<file path="config.mk">
export PLATFORM = sky130hd
export DESIGN_NAME = multi_alarm_clock
export DESIGN_NICKNAME = d
export VERILOG_FILES = /design/src/rtl/clock_pkg.sv /design/src/rtl/alarm_slot.sv /design/src/rtl/multi_alarm_clock.sv
export SDC_FILE = /design/constraint.sdc
export NUM_CORES = 1
export LEC_CHECK = 0
export BUFFER_PORTS_ARGS = -buffer_cell sky130_fd_sc_hd__buf_2
export CORE_UTILIZATION = 40
export CTS_BUF_LIST = sky130_fd_sc_hd__clkbuf_8
export CTS_CLUSTER_DIAMETER = 50
export DETAILED_ROUTE_END_ITERATION = 8
export GPL_ROUTABILITY_DRIVEN = 1
export GPL_TIMING_DRIVEN = 0
export PLACE_DENSITY = 0.57
export SETUP_SLACK_MARGIN = 0.15
export SLEW_MARGIN = 20
export SYNTH_ARGS = -nofsm -noshare
export SYNTH_HDL_FRONTEND = slang
export SYNTH_SLANG_ARGS = --single-unit
</file>
<file path="constraint.sdc">
create_clock -name clk -period 3.8 [get_ports clk]
set_input_delay 0.19 -clock clk [delete_from_list [all_inputs] [get_ports clk]]
set_output_delay 0.19 -clock clk [all_outputs]
set_load 0.01 [all_outputs]
</file>
<file path="src/rtl/clock_pkg.sv">
// rtl/clock_pkg.sv - shared slot state, time type and time arithmetic for multi_alarm_clock
package clock_pkg;

  localparam int HOURS_MAX  = 23;
  localparam int MINSEC_MAX = 59;

  typedef enum logic [1:0] {
    SLOT_IDLE     = 2'd0,
    SLOT_RINGING  = 2'd1,
    SLOT_SNOOZED  = 2'd2
  } slot_state_t;

  typedef struct packed {
    logic [4:0] h;
    logic [5:0] m;
    logic [5:0] s;
  } clock_time_t;

  function automatic logic time_valid(input clock_time_t t);
    return (t.h <= 5'(HOURS_MAX)) && (t.m <= 6'(MINSEC_MAX)) && (t.s <= 6'(MINSEC_MAX));
  endfunction

  function automatic clock_time_t time_next_second(input clock_time_t t);
    clock_time_t r;
    r = t;
    if (t.s != 6'(MINSEC_MAX)) begin
      r.s = t.s + 6'd1;
    end else begin
      r.s = 6'd0;
      if (t.m != 6'(MINSEC_MAX)) begin
        r.m = t.m + 6'd1;
      end else begin
        r.m = 6'd0;
        r.h = (t.h == 5'(HOURS_MAX)) ? 5'd0 : t.h + 5'd1;
      end
    end
    return r;
  endfunction

  // mins is at most 59, so at most one hour carry is possible
  function automatic clock_time_t time_add_minutes(input clock_time_t t, input logic [5:0] mins);
    clock_time_t r;
    logic [6:0]  m_sum;
    r     = t;
    m_sum = {1'b0, t.m} + {1'b0, mins};
    if (m_sum > 7'(MINSEC_MAX)) begin
      r.m = 6'(m_sum - 7'd60);
      r.h = (t.h == 5'(HOURS_MAX)) ? 5'd0 : t.h + 5'd1;
    end else begin
      r.m = m_sum[5:0];
    end
    return r;
  endfunction

endpackage

</file>
<file path="src/rtl/alarm_slot.sv">
// rtl/alarm_slot.sv - one alarm slot: stored time, enable, IDLE/RINGING/SNOOZED FSM, ring timeout
// MULTI_ALARM_SNOOZE_EN adds the snooze input, SNOOZED state and snooze target register.
module alarm_slot
  import clock_pkg::*;
#(
  parameter int RING_SEC   = 60
`ifdef MULTI_ALARM_SNOOZE_EN
  ,
  parameter int SNOOZE_MIN = 5
`endif
) (
  input  logic        clk,
  input  logic        reset,
  input  logic        wr,
  input  clock_time_t wr_time,
  input  logic        wr_en,
  input  clock_time_t cur_time,
  input  logic        time_changed,
  input  logic        tick,
  input  logic        ack,
`ifdef MULTI_ALARM_SNOOZE_EN
  input  logic        snooze,
`endif
  output logic        ringing
);

  localparam int RW = $clog2(RING_SEC + 1);

  clock_time_t   alarm_time;
  logic          enabled;
  slot_state_t   state;
  logic [RW-1:0] ring_cnt;
  logic          match_alarm;

`ifdef MULTI_ALARM_SNOOZE_EN
  clock_time_t   snooze_time;
  logic          match_snooze;
  assign match_snooze = time_changed && (cur_time == snooze_time);
`endif

  // Matching only right after a time change keeps a held time from re-triggering
  assign match_alarm = time_changed && (cur_time == alarm_time);
  assign ringing     = (state == SLOT_RINGING);

  always_ff @(posedge clk or posedge reset) begin
    if (reset) begin
      alarm_time  <= '0;
      enabled     <= 1'b0;
      state       <= SLOT_IDLE;
      ring_cnt    <= '0;
`ifdef MULTI_ALARM_SNOOZE_EN
      snooze_time <= '0;
`endif
    end else if (wr) begin
      alarm_time <= wr_time;
      enabled    <= wr_en;
      state      <= SLOT_IDLE;
      ring_cnt   <= '0;
    end else begin
      case (state)
        SLOT_IDLE: begin
          if (enabled && match_alarm) begin
            state    <= SLOT_RINGING;
            ring_cnt <= RW'(RING_SEC);
          end
        end
        SLOT_RINGING: begin
          if (ack) begin
            state <= SLOT_IDLE;
`ifdef MULTI_ALARM_SNOOZE_EN
          end else if (snooze) begin
            state       <= SLOT_SNOOZED;
            snooze_time <= time_add_minutes(cur_time, 6'(SNOOZE_MIN));
`endif
          end else if (tick) begin
            if (ring_cnt <= RW'(1)) state <= SLOT_IDLE;
            else ring_cnt <= ring_cnt - RW'(1);
          end
        end
`ifdef MULTI_ALARM_SNOOZE_EN
        SLOT_SNOOZED: begin
          if (ack) begin
            state <= SLOT_IDLE;
          end else if (match_snooze) begin
            state    <= SLOT_RINGING;
            ring_cnt <= RW'(RING_SEC);
          end
        end
`endif
        default: state <= SLOT_IDLE;
      endcase
    end
  end

endmodule

</file>
<file path="src/rtl/multi_alarm_clock.sv">
// rtl/multi_alarm_clock.sv - 24h clock with prescaler and NUM_ALARMS alarm slots
// MULTI_ALARM_SNOOZE_EN enables the snooze input; otherwise snooze is ignored.
module multi_alarm_clock
  import clock_pkg::*;
#(
  parameter int CLK_PER_SEC = 4,
  parameter int NUM_ALARMS  = 4,
  parameter int SNOOZE_MIN  = 5,
  parameter int RING_SEC    = 60
) (
  input  logic                                                  clk,
  input  logic                                                  reset,
  input  logic                                                  set_time,
  input  logic                                                  set_alarm,
  input  logic [(NUM_ALARMS > 1 ? $clog2(NUM_ALARMS) : 1)-1:0]  alarm_sel,
  input  logic                                                  alarm_en,
  input  logic [4:0]                                            hours,
  input  logic [5:0]                                            minutes,
  input  logic [5:0]                                            seconds,
  input  logic                                                  ack,
  input  logic                                                  snooze,
  output logic [4:0]                                            cur_hours,
  output logic [5:0]                                            cur_minutes,
  output logic [5:0]                                            cur_seconds,
  output logic                                                  tick,
  output logic [NUM_ALARMS-1:0]                                 ringing,
  output logic                                                  alarm
);

  localparam int SEL_W = (NUM_ALARMS > 1) ? $clog2(NUM_ALARMS) : 1;
  localparam int PW    = (CLK_PER_SEC > 1) ? $clog2(CLK_PER_SEC) : 1;

  logic [PW-1:0] presc;
  clock_time_t   cur_time;
  clock_time_t   load_time;
  logic          load_ok;
  logic          alarm_ok;
  logic          time_changed;

`ifndef MULTI_ALARM_SNOOZE_EN
  localparam int SNOOZE_MIN_UNUSED = SNOOZE_MIN;
  logic snooze_unused;
  assign snooze_unused = snooze;
`endif

  assign load_time = {hours, minutes, seconds};
  assign alarm_ok  = time_valid(load_time);
  assign load_ok   = set_time && alarm_ok;
  assign tick      = (presc == PW'(CLK_PER_SEC - 1));

  assign cur_hours   = cur_time.h;
  assign cur_minutes = cur_time.m;
  assign cur_seconds = cur_time.s;
  assign alarm       = |ringing;

  // A valid load wins over a coincident tick: prescaler restarts, no increment
  always_ff @(posedge clk or posedge reset) begin
    if (reset) begin
      presc        <= '0;
      cur_time     <= '0;
      time_changed <= 1'b0;
    end else begin
      time_changed <= load_ok || tick;
      if (load_ok) begin
        presc    <= '0;
        cur_time <= load_time;
      end else if (tick) begin
        presc    <= '0;
        cur_time <= time_next_second(cur_time);
      end else begin
        presc <= presc + PW'(1);
      end
    end
  end

  for (genvar i = 0; i < NUM_ALARMS; i++) begin : g_slot
    alarm_slot #(
      .RING_SEC     (RING_SEC)
`ifdef MULTI_ALARM_SNOOZE_EN
      ,
      .SNOOZE_MIN   (SNOOZE_MIN)
`endif
    ) u_slot (
      .clk          (clk),
      .reset        (reset),
      .wr           (set_alarm && alarm_ok && (alarm_sel == SEL_W'(i))),
      .wr_time      (load_time),
      .wr_en        (alarm_en),
      .cur_time     (cur_time),
      .time_changed (time_changed),
      .tick         (tick),
      .ack          (ack),
`ifdef MULTI_ALARM_SNOOZE_EN
      .snooze       (snooze),
`endif
      .ringing      (ringing[i])
    );
  end

endmodule

</file>
==> results by group, run 1 <==
Synthesis
  – Number of synthesized register bits: 120
  – Distinct cells, synth: 63
  – Post-synth EDFFs: 0
  – Yosys top cell by area: dfrtp_1
  – Async SR Flop Fraction: 1.000
  – Syn Nets: 657
  – Cell with the most instances after synthesis: dfrtp_1
  – Sequential share of the synthesized area: 0.4551
  – Synthesized cell area: 0.006599 sq mm
  – Post-Syn Area per Cell: 10.66 sq um
  – Ys flop type: dfrtp_1
  – Cells after Synth: 619
  – Yosys warns: 0
  – Dominant cells by area after synthesis: dfrtp_1 (46%), mux2_2 (12%), xnor2_1 (6.8%)
  – Post-synth top cells: dfrtp_1 (120), mux2_2 (72), xnor2_1 (51)
  – Top-area cell type share of the netlist area: 0.4551

GRT
  – GR peak layer: met2
  – Met2 usage: 0.3651
  – Grt ovf: 0
  – Vias in the first global route: 4971
  – Global Route Usage Sum: 0.2284
  – Largest net degree at the start of global routing: 68
  – Initial antenna violation count: 0
  – M3 GR Usage: 0.05619
  – Met1 Usage GRT: 0.2943
  – First-pass GRT wire length: 28060 um

Floorplanning
  – I/O Pins: 49
  – Die height: 130.4 um
  – Die X: 130.4 um
  – Die area: 0.01701 sq mm
  – FP Rows: 46
  – Initial core utilization: 0.4124
  – Core Area: 0.01600 sq mm

Pwr
  – Leak: 0.003133 uW
  – Worst-case vdd ir drop: 0.2679 mV
  – Pwr/cell area: 569.0 mW/mm^2

STA
  – Fin. Hold Viols: 0
  – Worst relative slew slack: 0.4124
  – Final Cycle Share: 0.6404
  – # setup viols final: 0
  – Max Freq: 410.9 MHz
  – Final Worst Setup Slack: 1.366 ns
  – Layout Skew: 0.01284 ns
  – Final slew viol count: 0
  – Final setup TNS: 0 ns
  – Crit path time final: 2.434 ns
  – Slew @ Worst Pin: 0.8746 ns
  – RSZ-0062 raised after global routing: false

Detailed routing
  – Via Count: 5242
  – WL/cell: 19.93 um
  – Detailed router's first-iteration violation count: 401
  – Vias per inst: 5.723
  – Total Routed Length: 18260 um
  – Post-route DRC violation count: 0
  – Post-route ant nets: 0
  – DR pass1 iterations: 7

Setup path
  – Worst r2r src: presc[0]$_DFF_PP0_
  – Worst setup SP type: register
  – Critical path capture point type: register
  – Setup CP Type: register to register
  – Worst Path Required: 4.17 ns
  – Crit. path cell count: 6
  – Worst Path Buf+Inv: 2
  – Slowest stage delay, CP: 0.56 ns
  – Setup crit start: presc[0]$_DFF_PP0_
  – CP max-delay cell: or4_4
  – Crit-path cells: ha_1, inv_2, or4_4, buf_6, or4_1, a31oi_1
  – Crit-path leading delay family: simple AND/OR/NAND/NOR gates
  – CP arrival: 2.81 ns
  – Worst reg-to-reg path cell count: 6
  – Crit Path Max Fanout: 10

Cells and area
  – Post-route cell area: 0.007624 sq mm
  – # diodes: 0
  – Layout area overhead: 15.53%
  – Fillers: 1526
  – Nets: 725
  – Share of cells above drive strength 1: 0.2529

CTS
  – CTS clk-pin slew, worst paths: 0.07 ns
  – H-tree depth: 4
  – Clock Latency Late Sink: 0.45 ns
  – Clock root buffer: clkbuf_8
  – CTS buffer count: 17
  – # clock sinks: 120
  – CTS max path bufs: 2
  – CTS tree: yes

Min path
  – Type of the worst min-delay path: input pin to register
  – Hold path start: minutes[1]
  – WHS Path Cells: 3

Status
  – Result of the run: finished clean

Placement
  – Port bufs: 46
  – HPWL after detailed placement: 13550 um
  – Final Wtd Congestion: 0.8964
  – Pre-CTS setup slack: 1.376 ns
  – Cell Area, Placed: 0.007132 sq mm

Flow run
  – Max_cap viols: 0
## layer usage
metal / wire length (um) / part of all wire
met1: 7783 / 0.43
met2: 8644 / 0.47
met3: 1143 / 0.063
met4: 685 / 0.038
met5: 0 / 0
## layout make-up
cell class	count	area (sq um)	area share
Multi-Input combinational cell	439	3333	0.4372
Sequential cell	120	3003	0.3939
Timing Repair Buffer	49	277.8	0.03644
Clock buffer	20	275.3	0.03611
Tap cell	216	270.3	0.03545
Clock inverter	12	196.4	0.02577
Buffer	39	183.9	0.02413
Inverter	21	83.83	0.01100
## final timing paths
| path | endpoint | slack (ns) |
|---|---|---|
| worst max-delay path | cur_minutes[5]$_DFFE_PP0P_ | 1.37 |
| max in group asynchronous | g_slot[1].u_slot.alarm_time[4]$_DFFE_PP0N_ | 2.76 |
| worst min register to register | presc[0]$_DFF_PP0_ | 0.43 |
| worst max register to register | cur_minutes[5]$_DFFE_PP0P_ | 1.37 |
| worst min-delay path | cur_minutes[1]$_DFFE_PP0P_ | 0.02 |
| min in group asynchronous | g_slot[3].u_slot.ring_cnt[3]$_DFFE_PP0P_ | 0.34 |
## timing repair
| item | in CTS | in global routing |
|---|---|---|
| setup buffers | 0 | 0 |
| resized for setup | 0 | 0 |
| hold buffers | 2 | 0 |
| hold endpoints to repair | 54 | 0 |
## placed cells by master (no fill, tap or decap), types with 4 or more instances in the layout
cell type and instances:
a211oi_1 5, a21oi_1 23, a31oi_1 8, and3_1 5, and4_1 4, buf_2 52
buf_4 6, bufinv_16 5, clkbuf_1 23, clkbuf_8 20, dfrtp_1 120, ha_1 12
inv_1 20, mux2_2 72, nand2_1 25, nand3_1 18, nand4_1 37, nor2_1 24
nor3_1 18, nor3b_1 13, nor4_1 10, o211ai_1 4, o21ai_0 22, o311ai_0 4
or3_1 7, or4_1 4, xnor2_1 51, xor2_1 17
## per-stage QoR
| stage | hold slack [ns] | cells | utilization | power, uW |
|---|---|---|---|---|
| 2_1_floorplan | 0.3068 | 619 | - | 2554 |
| 3_3_place_gp | 0.4220 | 881 | 0.4437 | 2939 |
| 3_5_place_dp | 0.2772 | 882 | 0.4457 | 2975 |
| 4_1_cts | 0.0007068 | 916 | 0.4765 | 4352 |
| 5_1_grt | 0.02829 | 916 | 0.4765 | 4545 |
| 6_report | 0.02416 | 916 | 0.4765 | 4338 |
## power by group
part	internal (uW)	total (uW)	switching [uW]	leakage [uW]
clock network	831	1370	534	0.000237
registers	1520	1680	165	0.00148
logic	528	1290	761	0.00141
total	2880	4340	1460	0.00313
## state kept, by name, summed over array words and instances (netlist names)
| name | flops |
|---|---|
| g_slot.u_slot.alarm_time | 68 |
| g_slot.u_slot.ring_cnt | 24 |
| cur_minutes | 6 |
| cur_seconds | 6 |
| cur_hours | 5 |
| g_slot.u_slot.enabled | 4 |
| g_slot.u_slot.state | 4 |
| presc | 2 |
| time_changed | 1 |
## cell families (layout without fill, tap and decap cells)
logic type               count (synthesis)  count (layout)  share of synthesized area
AO/OA/AOI/OAI                           97              97                     0.1020
XOR/XNOR                                68              68                    0.09025
adder cells (fa/ha/maj)                 12              12                    0.02275
buffers and inverters                   60             141                    0.03982
flip-flops                             120             120                     0.4551
multiplexers                            75              75                     0.1274
AND/OR/NAND/NOR                        187             187                     0.1627
## worst min-delay path, stage by stage
cell and delay, ns:
buf_2 0.13, nand2_1 0.05, o21ai_0 0.07
Power figures use the tool's default switching activity.
==> run 2: changes to the inputs <==
==> constraint.sdc (replaced) <==
create_clock -name clk -period 2.5 [get_ports clk]
set_input_delay 0.125 -clock clk [delete_from_list [all_inputs] [get_ports clk]]
set_output_delay 0.125 -clock clk [all_outputs]
set_load 0.01 [all_outputs]
==> run 2 against run 1 <==
Against the previous run: clock skew is 0.0037 ns lower; cell count is 0.66% higher; design area is 0.34% higher; sequential power is 53% higher; largest cell class unchanged; combinational power is 54% higher; clock power is 13% higher; global-route usage is 0.22 points higher; die area stayed put; hold slack worse by 0.0053 ns; first-iteration DRC count is 31% lower; routed wire length is 0.40% higher.
==> results by group, run 2 (same netlist as run 1, synthesis figures left out) <==
STA
  – Fin. Hold Viols: 0
  – Final slew viol count: 0
  – Final setup TNS: 0 ns
  – WHS: 0.01886 ns
  – # setup viols final: 0
  – Max Freq: 450.3 MHz
  – RSZ-0062 raised after global routing: false
  – Slew @ Worst Pin: 0.7258 ns
  – Crit path time final: 2.221 ns
  – Layout Skew: 0.009138 ns
  – Final Worst Setup Slack: 0.2790 ns
  – Worst relative slew slack: 0.5124
  – Final Cycle Share: 0.8884

CTS
  – CTS tree: yes
  – CTS max path bufs: 2
  – H-tree depth: 4
  – Clock Latency Late Sink: 0.44 ns
  – CTS clk-pin slew, worst paths: 0.07 ns
  – CTS buffer count: 17
  – Clock root buffer: clkbuf_8
  – # clock sinks: 120

Detailed routing
  – Post-route ant nets: 0
  – Detailed router's first-iteration violation count: 278
  – Via Count: 5224
  – Post-route DRC violation count: 0
  – Total Routed Length: 18330 um
  – WL/cell: 19.88 um
  – DR pass1 iterations: 6
  – Vias per inst: 5.666

Floorplanning
  – Die area: 0.01701 sq mm
  – Die height: 130.4 um
  – FP Rows: 46
  – Die X: 130.4 um
  – I/O Pins: 49
  – Core Area: 0.01600 sq mm
  – Initial core utilization: 0.4124

Min path
  – Type of the worst min-delay path: input pin to register

Setup path
  – Worst setup SP type: register
  – Reg2Reg Setup Slack: 0.28 ns
  – Critical path capture point type: register
  – Setup CP Type: register to register
  – Worst Path Required: 2.86 ns
  – Crit Path Max Fanout: 10
  – CP arrival: 2.58 ns

Cells and area
  – Biggest regs: g_slot.u_slot.alarm_time x68, g_slot.u_slot.ring_cnt x24
  – Largest register FFs: 68
  – Share of cells above drive strength 1: 0.2578
  – Reg with most FFs: g_slot.u_slot.alarm_time
  – Layout area overhead: 15.93%
  – Post-route cell area: 0.007650 sq mm
  – Most frequent cells in the layout: dfrtp_1 (120), mux2_2 (72), buf_2 (52)
  – Nets: 736
  – Most common cell after layout, fill and taps aside: dfrtp_1
  – # diodes: 0

GRT
  – First-pass GRT wire length: 28380 um
  – Global Route Usage Sum: 0.2306
  – Largest net degree at the start of global routing: 33
  – Vias in the first global route: 5099
  – Initial antenna violation count: 0
  – Grt ovf: 0

Placement
  – Cell Area, Placed: 0.007183 sq mm
  – HPWL after detailed placement: 13790 um
  – Pre-CTS setup slack: 0.09185 ns
  – Final Wtd Congestion: 0.9056
  – Port bufs: 46

Pwr
  – Leak: 0.003147 uW
  – Worst-case vdd ir drop: 0.4048 mV
  – Pwr/cell area: 798.4 mW/mm^2

Status
  – Result of the run: finished clean

Flow run
  – Max_cap viols: 0
[run 2: cell types whose count changed in the layout (fill, tap and decap cells not counted), moves of 2 or more]
| cell | previous run | this run |
|---|---|---|
| dlygate4sd3_1 | 2 | 8 |
| buf_12 | 0 | 4 |
| bufinv_16 | 5 | 1 |
| clkbuf_1 | 23 | 20 |
| clkbuf_2 | 0 | 3 |
| buf_4 | 6 | 8 |
| clkinv_2 | 2 | 4 |
| inv_6 | 2 | 0 |
[run 2: layout make-up]
| type | instances | area [sq um] |
|---|---|---|
| inverters | 21 | 82.58 |
| well taps | 216 | 270.3 |
| fillers | 1558 | 8351 |
| plain buffers | 39 | 187.7 |
| clock buffers | 20 | 275.3 |
| flip-flops and latches | 120 | 3003 |
| repair buffers | 60 | 405.4 |
| clock inverters | 7 | 57.56 |
| multi-input cells | 439 | 3368 |
[run 2: path summary, 6_finish.rpt]
path / start / endpoint / depth (start not counted)
max reg2reg: presc[0]$_DFF_PP0_ / cur_minutes[5]$_DFFE_PP0P_ / 6
min reg2reg: presc[0]$_DFF_PP0_ / presc[0]$_DFF_PP0_ / 1
min: alarm_en / g_slot[0].u_slot.enabled$_DFFE_PP0N_ / 2
max in group asynchronous: reset / g_slot[1].u_slot.alarm_time[15]$_DFFE_PP0N_ / 5
max: presc[0]$_DFF_PP0_ / cur_minutes[5]$_DFFE_PP0P_ / 6
min in group asynchronous: reset / g_slot[3].u_slot.alarm_time[9]$_DFFE_PP0N_ / 3
[run 2: power by group]
group	total (uW)	internal [uW]	switching [uW]
registers	2570	2310	258
clock network	1550	821	729
logic	1990	831	1160
total	6110	3960	2150
[run 2: through the flow]
step | instances | utilization | total power (uW)
6_report | 922 | 0.4781 | 6108
5_1_grt | 922 | 0.4781 | 6428
4_1_cts | 920 | 0.4749 | 6100
3_5_place_dp | 885 | 0.4489 | 4537
3_3_place_gp | 881 | 0.4439 | 4473
2_1_floorplan | 619 | - | 3883
[run 2: per-layer routing]
metal  GRT usage  wire length, um
met5           0                0
met3     0.05008              926
met1      0.2965             8158
met4      0.1183              673
met2      0.3673             8572
[run 2: worst max-delay path, cell delays in order (launching register included)]
cell     delay (ns)
dfrtp_1        0.40
ha_4           0.22
inv_2          0.16
or4_4          0.55
buf_6          0.16
or4_1          0.49
a31oi_1        0.17
[run 2: timing repair]
action,in CTS,in global routing
pin swaps,0,1
hold buffers,8,0
cloned,0,0
endpoints found under the setup margin,1,16
endpoints found under the hold margin,91,0
buffers inserted,0,2
gates resized for setup,1,10
